[config.mk]
export PLATFORM = sky130hd
export DESIGN_NAME = ex_mem
export DESIGN_NICKNAME = d
export VERILOG_FILES = /design/src/rtl/ex_mem_pkg.sv /design/src/rtl/ex_mem.sv
export SDC_FILE = /design/constraint.sdc
export NUM_CORES = 1
export LEC_CHECK = 0
export BUFFER_PORTS_ARGS = -buffer_cell sky130_fd_sc_hd__buf_2
export CAP_MARGIN = 10
export CORE_AREA = 2 2 193 195
export CTS_BUF_LIST = sky130_fd_sc_hd__clkbuf_16
export DETAILED_ROUTE_END_ITERATION = 16
export DIE_AREA = 0 0 195 197
export PLACE_DENSITY = 0.51
export SYNTH_ARGS = -nofsm -noshare
export SYNTH_HDL_FRONTEND = slang
export SYNTH_SLANG_ARGS = --single-unit
[constraint.sdc]
create_clock -name clk -period 1 [get_ports clk]
set_clock_uncertainty 0.15 [all_clocks]
set_input_delay 0.1 -clock clk [delete_from_list [all_inputs] [get_ports clk]]
set_output_delay 0.1 -clock clk [all_outputs]
set_load 0.05 [all_outputs]
[src/rtl/ex_mem_pkg.sv]
// Shared widths, reset level, NOP encodings and payload type for the EX/MEM pipeline register.
package ex_mem_pkg;

    // Bus widths
    localparam int unsigned REG_ADDR_W = 5;
    localparam int unsigned REG_W      = 32;
    localparam int unsigned ALU_OP_W   = 8;
    localparam int unsigned DREG_W     = 64;
    localparam int unsigned STALL_W    = 6;
    localparam int unsigned CNT_W      = 2;

    // Stall vector bit positions
    localparam int unsigned STALL_EX  = 3;
    localparam int unsigned STALL_MEM = 4;

    // Reset is active-low: the level that means "in reset"
    localparam logic RST_ENABLE = 1'b0;

    // Write-enable levels
    localparam logic WRITE_ENABLE  = 1'b1;
    localparam logic WRITE_DISABLE = 1'b0;

    // Idle encodings
    localparam logic [REG_ADDR_W-1:0] NOP_REG_ADDR = REG_ADDR_W'(0);
    localparam logic [REG_W-1:0]      ZERO_WORD    = REG_W'(0);
    localparam logic [DREG_W-1:0]     ZERO_DWORD   = DREG_W'(0);
    localparam logic [CNT_W-1:0]      ZERO_CNT     = CNT_W'(0);
    localparam logic [ALU_OP_W-1:0]   ALU_OP_NOP   = ALU_OP_W'(8'b0000_0000);
    localparam logic [ALU_OP_W-1:0]   ALU_OP_LW    = ALU_OP_W'(8'b1110_0011);

    // Everything that travels from EX into the MEM stage
    typedef struct packed {
        logic [REG_ADDR_W-1:0] wd;
        logic                  wreg;
        logic [REG_W-1:0]      wdata;
        logic [REG_W-1:0]      hi;
        logic [REG_W-1:0]      lo;
        logic                  whilo;
        logic [ALU_OP_W-1:0]   aluop;
        logic [REG_W-1:0]      mem_addr;
        logic [REG_W-1:0]      reg2;
    } mem_payload_t;

    // Bubble inserted into MEM: no register write, no HI/LO write, NOP opcode
    localparam mem_payload_t MEM_PAYLOAD_NOP = '{
        wd:       NOP_REG_ADDR,
        wreg:     WRITE_DISABLE,
        wdata:    ZERO_WORD,
        hi:       ZERO_WORD,
        lo:       ZERO_WORD,
        whilo:    WRITE_DISABLE,
        aluop:    ALU_OP_NOP,
        mem_addr: ZERO_WORD,
        reg2:     ZERO_WORD
    };

    // EX stalled while MEM keeps moving: MEM must receive a bubble
    function automatic logic is_bubble(input logic [STALL_W-1:0] stall);
        return stall[STALL_EX] && !stall[STALL_MEM];
    endfunction

    // EX and MEM both stalled: the register holds its contents
    function automatic logic is_hold(input logic [STALL_W-1:0] stall);
        return stall[STALL_EX] && stall[STALL_MEM];
    endfunction

endpackage

[src/rtl/ex_mem.sv]
// EX/MEM pipeline register with stall bubbles/holds, exception flush and madd/msub state loop-back.
module ex_mem
    import ex_mem_pkg::*;
(
    input  logic                  clk,
    input  logic                  rst,
    input  logic [STALL_W-1:0]    stall,
    input  logic                  flush,

    input  logic [REG_ADDR_W-1:0] ex_wd,
    input  logic                  ex_wreg,
    input  logic [REG_W-1:0]      ex_wdata,
    input  logic [REG_W-1:0]      ex_hi,
    input  logic [REG_W-1:0]      ex_lo,
    input  logic                  ex_whilo,
    input  logic [ALU_OP_W-1:0]   ex_aluop,
    input  logic [REG_W-1:0]      ex_mem_addr,
    input  logic [REG_W-1:0]      ex_reg2,
    input  logic [DREG_W-1:0]     hilo_i,
    input  logic [CNT_W-1:0]      cnt_i,

    output logic [REG_ADDR_W-1:0] mem_wd,
    output logic                  mem_wreg,
    output logic [REG_W-1:0]      mem_wdata,
    output logic [REG_W-1:0]      mem_hi,
    output logic [REG_W-1:0]      mem_lo,
    output logic                  mem_whilo,
    output logic [ALU_OP_W-1:0]   mem_aluop,
    output logic [REG_W-1:0]      mem_mem_addr,
    output logic [REG_W-1:0]      mem_reg2,
    output logic [DREG_W-1:0]     hilo_o,
    output logic [CNT_W-1:0]      cnt_o
);

    mem_payload_t      ex_payload;
    mem_payload_t      mem_q;
    logic [DREG_W-1:0] hilo_q;
    logic [CNT_W-1:0]  cnt_q;
    logic              bubble;
    logic              hold;
    logic              unused_stall;

    // Stall decode; only the EX and MEM bits matter to this stage
    assign bubble       = is_bubble(stall);
    assign hold         = is_hold(stall);
    assign unused_stall = ^{stall[5], stall[2:0]};

    // Gather the EX-side fields into one payload
    assign ex_payload = '{
        wd:       ex_wd,
        wreg:     ex_wreg,
        wdata:    ex_wdata,
        hi:       ex_hi,
        lo:       ex_lo,
        whilo:    ex_whilo,
        aluop:    ex_aluop,
        mem_addr: ex_mem_addr,
        reg2:     ex_reg2
    };

    // MEM-bound payload: reset > flush > bubble > hold > pass
    always_ff @(posedge clk) begin
        if (rst == RST_ENABLE) begin
            mem_q <= MEM_PAYLOAD_NOP;
        end else if (flush) begin
            mem_q <= MEM_PAYLOAD_NOP;
        end else if (bubble) begin
            mem_q <= MEM_PAYLOAD_NOP;
        end else if (!hold) begin
            mem_q <= ex_payload;
        end
    end

    // madd/msub partial state: captured while EX is stalled, cleared once EX moves on
    always_ff @(posedge clk) begin
        if (rst == RST_ENABLE) begin
            hilo_q <= ZERO_DWORD;
            cnt_q  <= ZERO_CNT;
        end else if (flush) begin
            hilo_q <= ZERO_DWORD;
            cnt_q  <= ZERO_CNT;
        end else if (bubble) begin
            hilo_q <= hilo_i;
            cnt_q  <= cnt_i;
        end else if (!hold) begin
            hilo_q <= ZERO_DWORD;
            cnt_q  <= ZERO_CNT;
        end
    end

    assign mem_wd       = mem_q.wd;
    assign mem_wreg     = mem_q.wreg;
    assign mem_wdata    = mem_q.wdata;
    assign mem_hi       = mem_q.hi;
    assign mem_lo       = mem_q.lo;
    assign mem_whilo    = mem_q.whilo;
    assign mem_aluop    = mem_q.aluop;
    assign mem_mem_addr = mem_q.mem_addr;
    assign mem_reg2     = mem_q.reg2;
    assign hilo_o       = hilo_q;
    assign cnt_o        = cnt_q;

endmodule

==> results.md, run 1 <==
* Run status: complete, but fails checks
* Violations in the final reports: hold timing, setup timing
* Met1 wire length at 13900 um
* WHS Path Cells at 4
* Number of global-route vias before repair at 10300
* Count of buffer and inverter cells on the critical path at 1
* GR Util All Layers at 17.9%
* Slew at the pin closest to its max-slew limit at 326 ps
* Number of levels the H-tree was split into at 1
* Number of top-level pins at 491
* Vertical extent of the die at 197 um
* Overflow left after global routing at 0
* Max-cap check violation count at 0
* Number of sinks on the clock net at 241
* Most repeated cell in the gate-level netlist after synthesis: sky130_fd_sc_hd__dfxtp_1
* Starting density of the core at 25.2%
* Leading cell types by total area after synthesis: sky130_fd_sc_hd__dfxtp_1 (53%), sky130_fd_sc_hd__nand2b_1 (12%), sky130_fd_sc_hd__a21oi_1 (9.6%)
* Design area at 19000 um^2
* Kind of cell adding the most delay to the critical path: flip-flops
* Horiz. Die Dim at 195 um
* Die Outline Area at 38400 um^2
* Leading register cell type out of synthesis: sky130_fd_sc_hd__dfxtp_1
* Synth cell count leaders: sky130_fd_sc_hd__dfxtp_1 (241), sky130_fd_sc_hd__nand2b_1 (176), sky130_fd_sc_hd__a21oi_1 (175), sky130_fd_sc_hd__nand3_1 (175)
* Antenna cell count at 0
* Final Slew Violations at 0
* Relative area change from synthesis to final layout at 107%
* Worst hold slack after final layout at -77.9 ps
* Crit path depth at 1
* Post-DP HPWL at 23000 um
* Insertion delay of the later-clocked pin in the worst-skew pair at 540 ps
* Longest Clk Path Bufs at 3
* Setup_tns at -68490 ps
* Worst reg2reg startpoint: mem_wdata[13]
* Worst path max stage delay at 380 ps
* Number of fill cells in the layout at 3080
* Min-Delay Path Class: input pin to flop
* Cell Area, Placed at 12700 um^2
* Final hold violations at 20
* Wire length of the first global-routing pass at 55700 um
* Sequential element share of the synthesized area at 52.8%
* Worst-path maximum fanout at 2
* Share of synthesized registers carrying an async set or reset at 0%
* Highest routing layer actually used: met4
* Worst Path Class, Setup: flop to primary output
* Clock tree from TritonCTS: yes
* Core occupancy in the finished layout at 52.3%
* Total Nets Final at 2047
* Final period utilization at 133%
* Pwr per Cell Area at 1270 nW/um^2
* Synth Instances at 992
* Most area-hungry cell type in the Yosys netlist: sky130_fd_sc_hd__dfxtp_1
* Wire per inst at 16.5 um
* Post-Syn Area at 9140 um^2
* Flip-flop and latch area at 5150 um^2
* # rows at 70
* Gp weighted congestion at 0.785
* VDD IR max at 1130 uV
* Unrepaired setup endpoints after global routing: yes
* Clock Root Buffer: sky130_fd_sc_hd__clkbuf_16
* Num CTS Buffers at 28
* Area of the core at 36300 um^2
* Wire length after detailed routing at 37700 um
* #FFs+latches synth at 241
* Total of warnings raised by yosys at 0
* Post-Syn Area per Cell at 9.21 um^2
* Initial DRC Count at 314
* Critical Path, Cell by Cell: buf_8
* Critical Path Sink Type: primary output
* DRC errors left at 0
* Number of buffer cells added on primary ports at 486
* WL met2 at 19900 um
* Min setup slack post-route at -329 ps
* Met3 Wirelength at 2850 um
* Worst min-delay path startpoint: stall[4]
* Length in cells of the worst reg-to-reg path at 3
* Net count after synthesis at 1242
* Setup Viol. Count Final at 247
* Total iterations of the first detailed-routing run at 4
* Count of cell types in the netlist at 11
* Sort of element at the start of the critical path: flop
* Total leakage power at 8.15 nW
* Beginning of the critical path: mem_wdata[13]
* Worst rel slew slack at 78.3%
* Number of nets with antenna violations after detailed routing at 0
* Slowest cell on crit path: sky130_fd_sc_hd__dfxtp_2
* Number of antenna violations at the first check in global routing at 0
* Total design power at 24.2 mW
* Maximum number of pins on one net before global-route repair at 67
* Shortest clock period the worst path allows after layout at 1330 ps
* Yosys top cell area share at 52.8%
* Proportion of layout cells with a drive suffix above 1 at 49.7%
* Arr. time, crit path at 1080 ps
* Data required, critical path at 750 ps
* Multi-input gate area at 3810 um^2
* Avg Vias per Cell at 4.47
* Highest clock rate at 753 MHz
* Clock-pin slew on the worst setup and hold paths at 60 ps
* Via total after detailed routing at 10200
* EDFF count, synth at 0
[sequential cells by signal, indices dropped and copies added, names as in the netlist]
signal and cells:
hilo_o 64, mem_hi 32, mem_lo 32, mem_mem_addr 32
mem_reg2 32, mem_wdata 32, mem_aluop 8, mem_wd 5
cnt_o 2, mem_whilo 1, mem_wreg 1
[placed cells by master (no fill, tap or decap), drive strengths merged]
cell type and n:
dfxtp 241, buf 617, mux2i 66, inv 9
dlygate4sd3 247, nand2b 176, bufinv 1, dlymetal6s4s 1
a21oi 175, clkbuf 31, clkinv 7, nor2 66
nand3b 1, nand3 175
[per-stage QoR]
step / setup WS (ps) / instances
global route: -354 / 2281
floorplan: 15.3 / 992
global placement: -108 / 1922
detailed placement: -117 / 1922
finish: -329 / 2281
CTS: -348 / 2232
[cells by family (layout without fill, tap and decap cells)]
group | after synthesis | after routing | share of synthesized area, %
and+or+nand+nor | 418 | 418 | 24.5
AOI/OAI and AO/OA | 175 | 175 | 9.59
DFF | 241 | 241 | 52.8
muxes | 66 | 66 | 7.23
buffers and inverters | 92 | 913 | 5.90
[final timing paths]
check,slack [ps],endpoint
worst max-delay path,-330,mem_wdata[13]
worst min register to register,330,mem_mem_addr[1]
worst min-delay path,-80,hilo_o[55]
worst max register to register,-50,mem_wdata[13]
[worst min-delay path, stage by stage]
cell and delay (ps):
sky130_fd_sc_hd__clkbuf_8 130, sky130_fd_sc_hd__buf_12 180, sky130_fd_sc_hd__mux2i_1 90, sky130_fd_sc_hd__nor2_1 70
[per-layer routing]
layer	up-vias	track usage (%)
met3	78	5.17
met4	0	6.11
li1	4959	-
met5	-	0
met2	400	33.5
met1	4756	19.2
[layout make-up]
type                    instances  area share (%)
flip-flops and latches        241            27.2
well taps                     468            3.09
clock inverters                17           0.508
clock buffers                  29            3.83
repair buffers                867            45.3
multi-input cells             659            20.1
[repair_timing]
action                     4_1_cts  5_1_grt
setup endpoints to repair      241      268
cloned                           0        0
hold buffers                   246        5
resized for setup              692       38
hold endpoints to repair       241       18
pin swaps                        0        4
setup buffers                   18       47
[report_power, final]
group,total (mW),internal [mW],switching (mW)
Sequential,10.1,9.90,0.237
Clock,9.41,5.41,4.00
Combinational,4.62,2.38,2.24
Total,24.2,17.7,6.47
No activity file was read; power rests on OpenSTA's default activity.
==> inputs of run 2 (changes only) <==
HOLD_SLACK_MARGIN = 0.1   (was default)
==> run 2 against run 1 <==
  * The run still ends with hold timing, setup timing left
  * Core utilization is 0.26 points lower
  * Power decreased by 0.14%
  * Via count down 0.52%
  * Count of clock-buffer cells in the layout stayed put
  * Worst setup slack improved by 6.1 ps
  * Die area stayed put
  * Global-route usage shrank 0.22 points
  * Critical path type unchanged
  * Largest power group unchanged
==> results.md, run 2 (same netlist as run 1, synthesis figures left out) <==
* Number of nets with antenna violations after detailed routing at 0 (unchanged)
* Longest Clk Path Bufs at 3 (unchanged)
* Min setup slack post-route at -323 ps (+6.12 ps)
* Arr. time, crit path at 1070 ps (about the same)
* Total Nets Final at 2037 (-0.49%)
* Via total after detailed routing at 10100 (-0.52%)
* Setup Viol. Count Final at 243 (-1.6%)
* Area of the core at 36300 um^2 (unchanged)
* Maximum number of pins on one net before global-route repair at 67 (unchanged)
* Die Outline Area at 38400 um^2 (unchanged)
* Proportion of layout cells with a drive suffix above 1 at 49.8% (+0.11 points)
* Wire per inst at 16.4 um (-0.69%)
* Number of top-level pins at 491 (unchanged)
* Worst rel slew slack at 78.5% (+0.25 points)
* Final period utilization at 132% (-0.61 points)
* Met1 layer usage reported by global route at 18.9% (-0.27 points)
* Relative area change from synthesis to final layout at 106%
* Min-Delay Path Class: input pin to flop
* # rows at 70 (unchanged)
* Run status: complete, but fails checks
* Most frequent cells in the layout: sky130_fd_sc_hd__buf_2 (243), sky130_fd_sc_hd__dlygate4sd3_1 (241), sky130_fd_sc_hd__dfxtp_2 (233), sky130_fd_sc_hd__buf_8 (232), sky130_fd_sc_hd__nand2b_1 (175)
* Insertion delay of the later-clocked pin in the worst-skew pair at 540 ps (about the same)
* Count of buffer and inverter cells on the critical path at 1 (unchanged)
* Layer with the highest usage after global routing: met2
* Number of levels the H-tree was split into at 1 (unchanged)
* Worst hold slack after final layout at -186 ps (-108 ps)
* Avg Vias per Cell at 4.46 (about the same)
* Starting density of the core at 25.2% (unchanged)
* Number of instances in the placed design at 1922 (unchanged)
* Post-CTS Hold Fix Bufs at 241 (-2.0%)
* Final Slew Violations at 0 (unchanged)
* Critical Path Sink Type: primary output
* Number of antenna violations at the first check in global routing at 0 (unchanged)
* Clock tree from TritonCTS: yes
* Wire length of the first global-routing pass at 55200 um (-0.94%)
* Number of global-route vias before repair at 10300 (-0.32%)
* Initial DRC Count at 290 (-7.6%)
* Number of buffer cells added on primary ports at 486 (unchanged)
* GR Util All Layers at 17.7% (-0.22 points)
* Cell Area, Placed at 12700 um^2 (unchanged)
* Post-DP HPWL at 23000 um (unchanged)
* Worst-path maximum fanout at 2 (unchanged)
* Num CTS Buffers at 28 (unchanged)
* Number of standard cells in the final layout excluding fillers at 2271 (-0.44%)
* Overflow left after global routing at 0 (unchanged)
* Sort of element at the start of the critical path: flop
* Total leakage power at 8.09 nW (-0.63%)
* Wire length after detailed routing at 37300 um (-1.1%)
* Kind of cell adding the most delay to the critical path: flip-flops
* Shortest clock period the worst path allows after layout at 1320 ps (-6.12 ps)
* Gp weighted congestion at 0.785 (unchanged)
* Worst path max stage delay at 370 ps (about the same)
* Vertical extent of the die at 197 um (unchanged)
* Data required, critical path at 750 ps (about the same)
* Max-cap check violation count at 0 (unchanged)
* Horiz. Die Dim at 195 um (unchanged)
* Critical Path, Cell by Cell: buf_8
* Slowest cell on crit path: sky130_fd_sc_hd__dfxtp_2
* Routing usage on met3 at 5.17% (unchanged)
* Pwr per Cell Area at 1280 nW/um^2 (+0.36%)
* Slew at the pin closest to its max-slew limit at 322 ps (-3.77 ps)
* Design area at 18900 um^2 (-0.50%)
* Worst Path Class, Setup: flop to primary output
* Most common cell after layout, fill and taps aside: sky130_fd_sc_hd__buf_2
* Unrepaired setup endpoints after global routing: yes
* Final hold violations at 24 (+20%)
* VDD IR max at 1130 uV (about the same)
* Antenna cell count at 0 (unchanged)
* Flip-flop count of the largest register, all copies and words added at 64 (unchanged)
* Total iterations of the first detailed-routing run at 5 (+1)
* Highest clock rate at 756 MHz (+0.46%)
* Clock Root Buffer: sky130_fd_sc_hd__clkbuf_16
* DRC errors left at 0 (unchanged)
* Number of sinks on the clock net at 241 (unchanged)
* Violations in the final reports: hold timing, setup timing
* Clock-pin slew on the worst setup and hold paths at 60 ps (about the same)
* Met2 track demand over resource at 32.9% (-0.52 points)
## run 2: changes by cell type in the layout (fill, tap and decap cells not counted)
cell | previous run | this run
sky130_fd_sc_hd__dlymetal6s4s_1 | 1 | 0
sky130_fd_sc_hd__dlygate4sd3_1 | 247 | 241
sky130_fd_sc_hd__buf_4 | 111 | 108
## run 2: final timing paths
path                         from               to  slack [ps]  cells after the start
setup reg to reg    mem_wdata[13]    mem_wdata[13]         -40                      3
hold reg to reg   mem_mem_addr[1]  mem_mem_addr[1]         320                      2
hold / removal                rst      mem_reg2[3]        -190                      3
setup / recovery    mem_wdata[13]    mem_wdata[13]        -320                      1
## run 2: power by group
part | internal, mW | total, mW | switching [mW]
Clock | 5.41 | 9.42 | 4.01
Combinational | 2.35 | 4.57 | 2.22
Sequential | 9.89 | 10.1 | 0.237
Total | 17.7 | 24.1 | 6.46
## run 2: stage by stage
step                setup slack [ps]  hold WS (ps)  total power [mW]  setup TNS [ps]  util, %
CTS                             -348          -199              24.2          -74770     50.7
finish                          -323          -186              24.1          -68070     52.0
global route                    -355          -184              25.1          -77550     52.0
detailed placement              -117           191              13.4          -16820     35.1
global placement                -108           180              13.4          -14570     35.1
floorplan                       15.3          91.3              12.2               0        -
## run 2: area by class of cell
type / count / area, um^2
multi-input cells: 659 / 3810
fillers: 3090 / 17400
well taps: 468 / 586
repair buffers: 857 / 8490
flip-flops and latches: 241 / 5150
clock inverters: 17 / 96.3
clock buffers: 29 / 726
## run 2: per-layer routing
metal	share of wire, %	vias up
li1	-	4935
met1	36	4717
met2	53	404
met3	7.8	84
met4	3.2	0
met5	0	-
## run 2: timing repair
item	in CTS	in global routing
endpoints found under the setup margin	241	241
endpoints found under the hold margin	241	232
buffers inserted	18	44
pin swaps	0	4
gates resized for setup	692	37
==> inputs of run 3 (changes only) <==
CELL_PAD_IN_SITES_DETAIL_PLACEMENT = 1   (was default)
CELL_PAD_IN_SITES_GLOBAL_PLACEMENT = 2   (was default)
CORE_AREA = 2 2 207 209   (was 2 2 193 195)
DIE_AREA = 0 0 209 211   (was 0 0 195 197)
PLACE_DENSITY = 0.74   (was 0.51)
clock period = 1.2 ns   (was 1 ns; I/O delays follow)
==> run 3 against run 2 <==
  * The flow still finishes with violations (hold timing, setup timing)
  * Worst setup slack better by 140 ps
  * Sequential share of layout area down 2.0 points
  * Routed wire length up 37%
  * Clock power up 2%
  * Die area up 15%
  * Critical path type unchanged
==> results.md, run 3 (same netlist as run 1, synthesis figures left out) <==
* Run status: complete, but fails checks
* Violations in the final reports: hold timing, setup timing
* Number of top-level pins at 491 (unchanged)
* Sort of element at the start of the critical path: flop
* Setup_tns at -30660 ps (+37410 ps)
* Horiz. Die Dim at 209 um (+7.2%)
* Number of instances in the placed design at 1973 (+2.7%)
* Final period utilization at 115%
* Pwr per Cell Area at 1100 nW/um^2 (-14%)
* Relative area change from synthesis to final layout at 123%
* Total design power at 22.4 mW (-7.3%)
* Insertion delay of the later-clocked pin in the worst-skew pair at 550 ps (about the same)
* Via total after detailed routing at 11100 (+9.5%)
* Longest Clk Path Bufs at 3 (unchanged)
* Worst Path Class, Setup: flop to primary output
* Avg Vias per Cell at 4.55 (+1.9%)
* Overflow left after global routing at 0 (unchanged)
* Unrepaired setup endpoints after global routing: yes
* Flip-flop count of the largest register, all copies and words added at 64 (unchanged)
* Number of fill cells in the layout at 4511 (+46%)
* WHS Path Cells at 3 (unchanged)
* Endpoint of the lowest-slack register-to-register path: mem_wdata[7]
* R2R setup slack at 160 ps (+200 ps)
* Clock Root Buffer: sky130_fd_sc_hd__clkbuf_16
* Number of nets with antenna violations after detailed routing at 0 (unchanged)
* DRC errors left at 0 (unchanged)
* Most frequent cells in the layout: sky130_fd_sc_hd__dlygate4sd3_1 (320), sky130_fd_sc_hd__buf_2 (242), sky130_fd_sc_hd__buf_8 (236), sky130_fd_sc_hd__dfxtp_2 (231), sky130_fd_sc_hd__nand2b_1 (175)
* VDD IR max at 938 uV (-17%)
* Kind of cell adding the most delay to the critical path: flip-flops
* Count of buffer and inverter cells on the critical path at 1 (unchanged)
* Wire length of the first global-routing pass at 70800 um (+28%)
* Endpoint of the worst hold-timing path: hilo_o[62]
* Most common cell after layout, fill and taps aside: sky130_fd_sc_hd__dlygate4sd3_1
* Shortest clock period the worst path allows after layout at 1380 ps
* Proportion of layout cells with a drive suffix above 1 at 49.4% (-0.36 points)
* Worst min-delay path startpoint: stall[3]
* Min setup slack post-route at -179 ps (+143 ps)
* Starting density of the core at 21.9% (-3.3 points)
* Slew at the pin closest to its max-slew limit at 439 ps (+117 ps)
* Total leakage power at 8.65 nW (+6.9%)
* Die Outline Area at 44100 um^2 (+15%)
* Arr. time, crit path at 1110 ps (+40 ps)
* Post-DP HPWL at 24900 um (+8.1%)
* Crit path depth at 1 (unchanged)
* Gp weighted congestion at 0.766 (-2.4%)
* Total Nets Final at 2127 (+4.4%)
* Clock tree from TritonCTS: yes
* Number of levels the H-tree was split into at 1 (unchanged)
* Area of the core at 41800 um^2 (+15%)
* Worst reg2reg startpoint: mem_wdata[7]
* Worst hold slack after final layout at -184 ps (+2.07 ps)
* Highest clock rate at 725 MHz
* Worst path max stage delay at 380 ps (about the same)
* Worst rel slew slack at 70.7% (-7.8 points)
* Slowest cell on crit path: sky130_fd_sc_hd__dfxtp_2
* Setup Viol. Count Final at 263 (+8.2%)
* Wire length after detailed routing at 51000 um (+37%)
* GR Util All Layers at 20.3% (+2.6 points)
* Final Slew Violations at 0 (unchanged)
* Max-cap check violation count at 0 (unchanged)
* Final hold violations at 46 (+92%)
* Length in cells of the worst reg-to-reg path at 4 (+1)
* Num CTS Buffers at 29 (+3.6%)
* Vertical extent of the die at 211 um (+7.1%)
* Number of buffer cells added on primary ports at 486 (unchanged)
* Number of standard cells in the final layout excluding fillers at 2440 (+7.4%)
* Maximum number of pins on one net before global-route repair at 70 (+4.5%)
* Clock-pin slew on the worst setup and hold paths at 60 ps (about the same)
* Core occupancy in the finished layout at 48.7% (-3.3 points)
* Number of antenna violations at the first check in global routing at 2 (+2)
* Number of sinks on the clock net at 241 (unchanged)
* Critical Path, Cell by Cell: buf_8
* Data required, critical path at 930 ps (+180 ps)
* Number of global-route vias before repair at 12400 (+20%)
* Initial DRC Count at 445 (+53%)
* Total iterations of the first detailed-routing run at 6 (+1)
* Wire per inst at 20.9 um (+27%)
* Worst-path maximum fanout at 2 (unchanged)
* # rows at 75 (+7.1%)
* Min-Delay Path Class: input pin to flop
* Critical Path Sink Type: primary output
run 3: changes by cell type in the layout (fill, tap and decap cells not counted), moves of 6 or more:
cell / delta
sky130_fd_sc_hd__dlygate4sd3_1: +79
sky130_fd_sc_hd__bufinv_16: +6
sky130_fd_sc_hd__a21oi_1: -31
sky130_fd_sc_hd__dlymetal6s4s_1: +10
sky130_fd_sc_hd__buf_4: -8
sky130_fd_sc_hd__a21oi_2: +31
run 3: worst max-delay path by stage:
stage / end / from / slack, ps
after floorplan: mem_aluop[7] / mem_aluop[7] / 110
after global placement: mem_lo[25] / stall[3] / 50
after detailed placement: mem_lo[25] / stall[3] / 30
after CTS: hilo_o[62] / hilo_o[62] / -180
after global routing: mem_mem_addr[30] / mem_mem_addr[30] / -200
final: mem_mem_addr[30] / mem_mem_addr[30] / -180
run 3: per-layer routing:
metal  up-vias  global-route usage, %  share of wire [%]
met5         -                      0                  0
met4         0                   9.16                4.5
met3       144                   4.68                5.5
met2       431                   39.3                 53
met1      5397                   20.7                 36
li1       5135                      -                  -
run 3: worst reg2reg max path: stages (launching register included):
cell and delay, ps:
sky130_fd_sc_hd__dfxtp_2 350, sky130_fd_sc_hd__buf_4 110, sky130_fd_sc_hd__buf_4 90, sky130_fd_sc_hd__nand3_1 50, sky130_fd_sc_hd__a21oi_1 200
run 3: what timing repair did:
item | in CTS | in global routing
cloned | 0 | 6
pin swaps | 0 | 7
hold endpoints to repair | 241 | 193
resized for setup | 926 | 106
hold buffers | 327 | 21
setup buffers | 23 | 53
endpoints found under the setup margin | 241 | 380
run 3: where the power goes:
part           internal (mW)  leakage (nW)  total [mW]  switching (mW)
combinational           2.21          6.07        4.30            2.09
sequential              8.24          2.07        8.45           0.212
clock                   5.87         0.511        9.61            3.74
run 3: per-stage QoR:
stage / area, um^2 / worst slack, ps
after floorplan: 9140 / 114
after detailed placement: 12400 / 26.5
final: 20400 / -179
after global routing: 20400 / -203
after global placement: 12400 / 47.5
after CTS: 19400 / -183
run 3: layout make-up:
| cell class | instances | area, um^2 | share of cell area, % |
|---|---|---|---|
| sequential | 241 | 5150 | 25.3 |
| clock buffer | 29 | 726 | 3.57 |
| tap | 539 | 674 | 3.31 |
| clock inverter | 24 | 289 | 1.42 |
| timing repair buffer | 945 | 9570 | 47.0 |
| antenna | 2 | 5.00 | 0.0246 |
| multi-input combinational | 660 | 3940 | 19.4 |
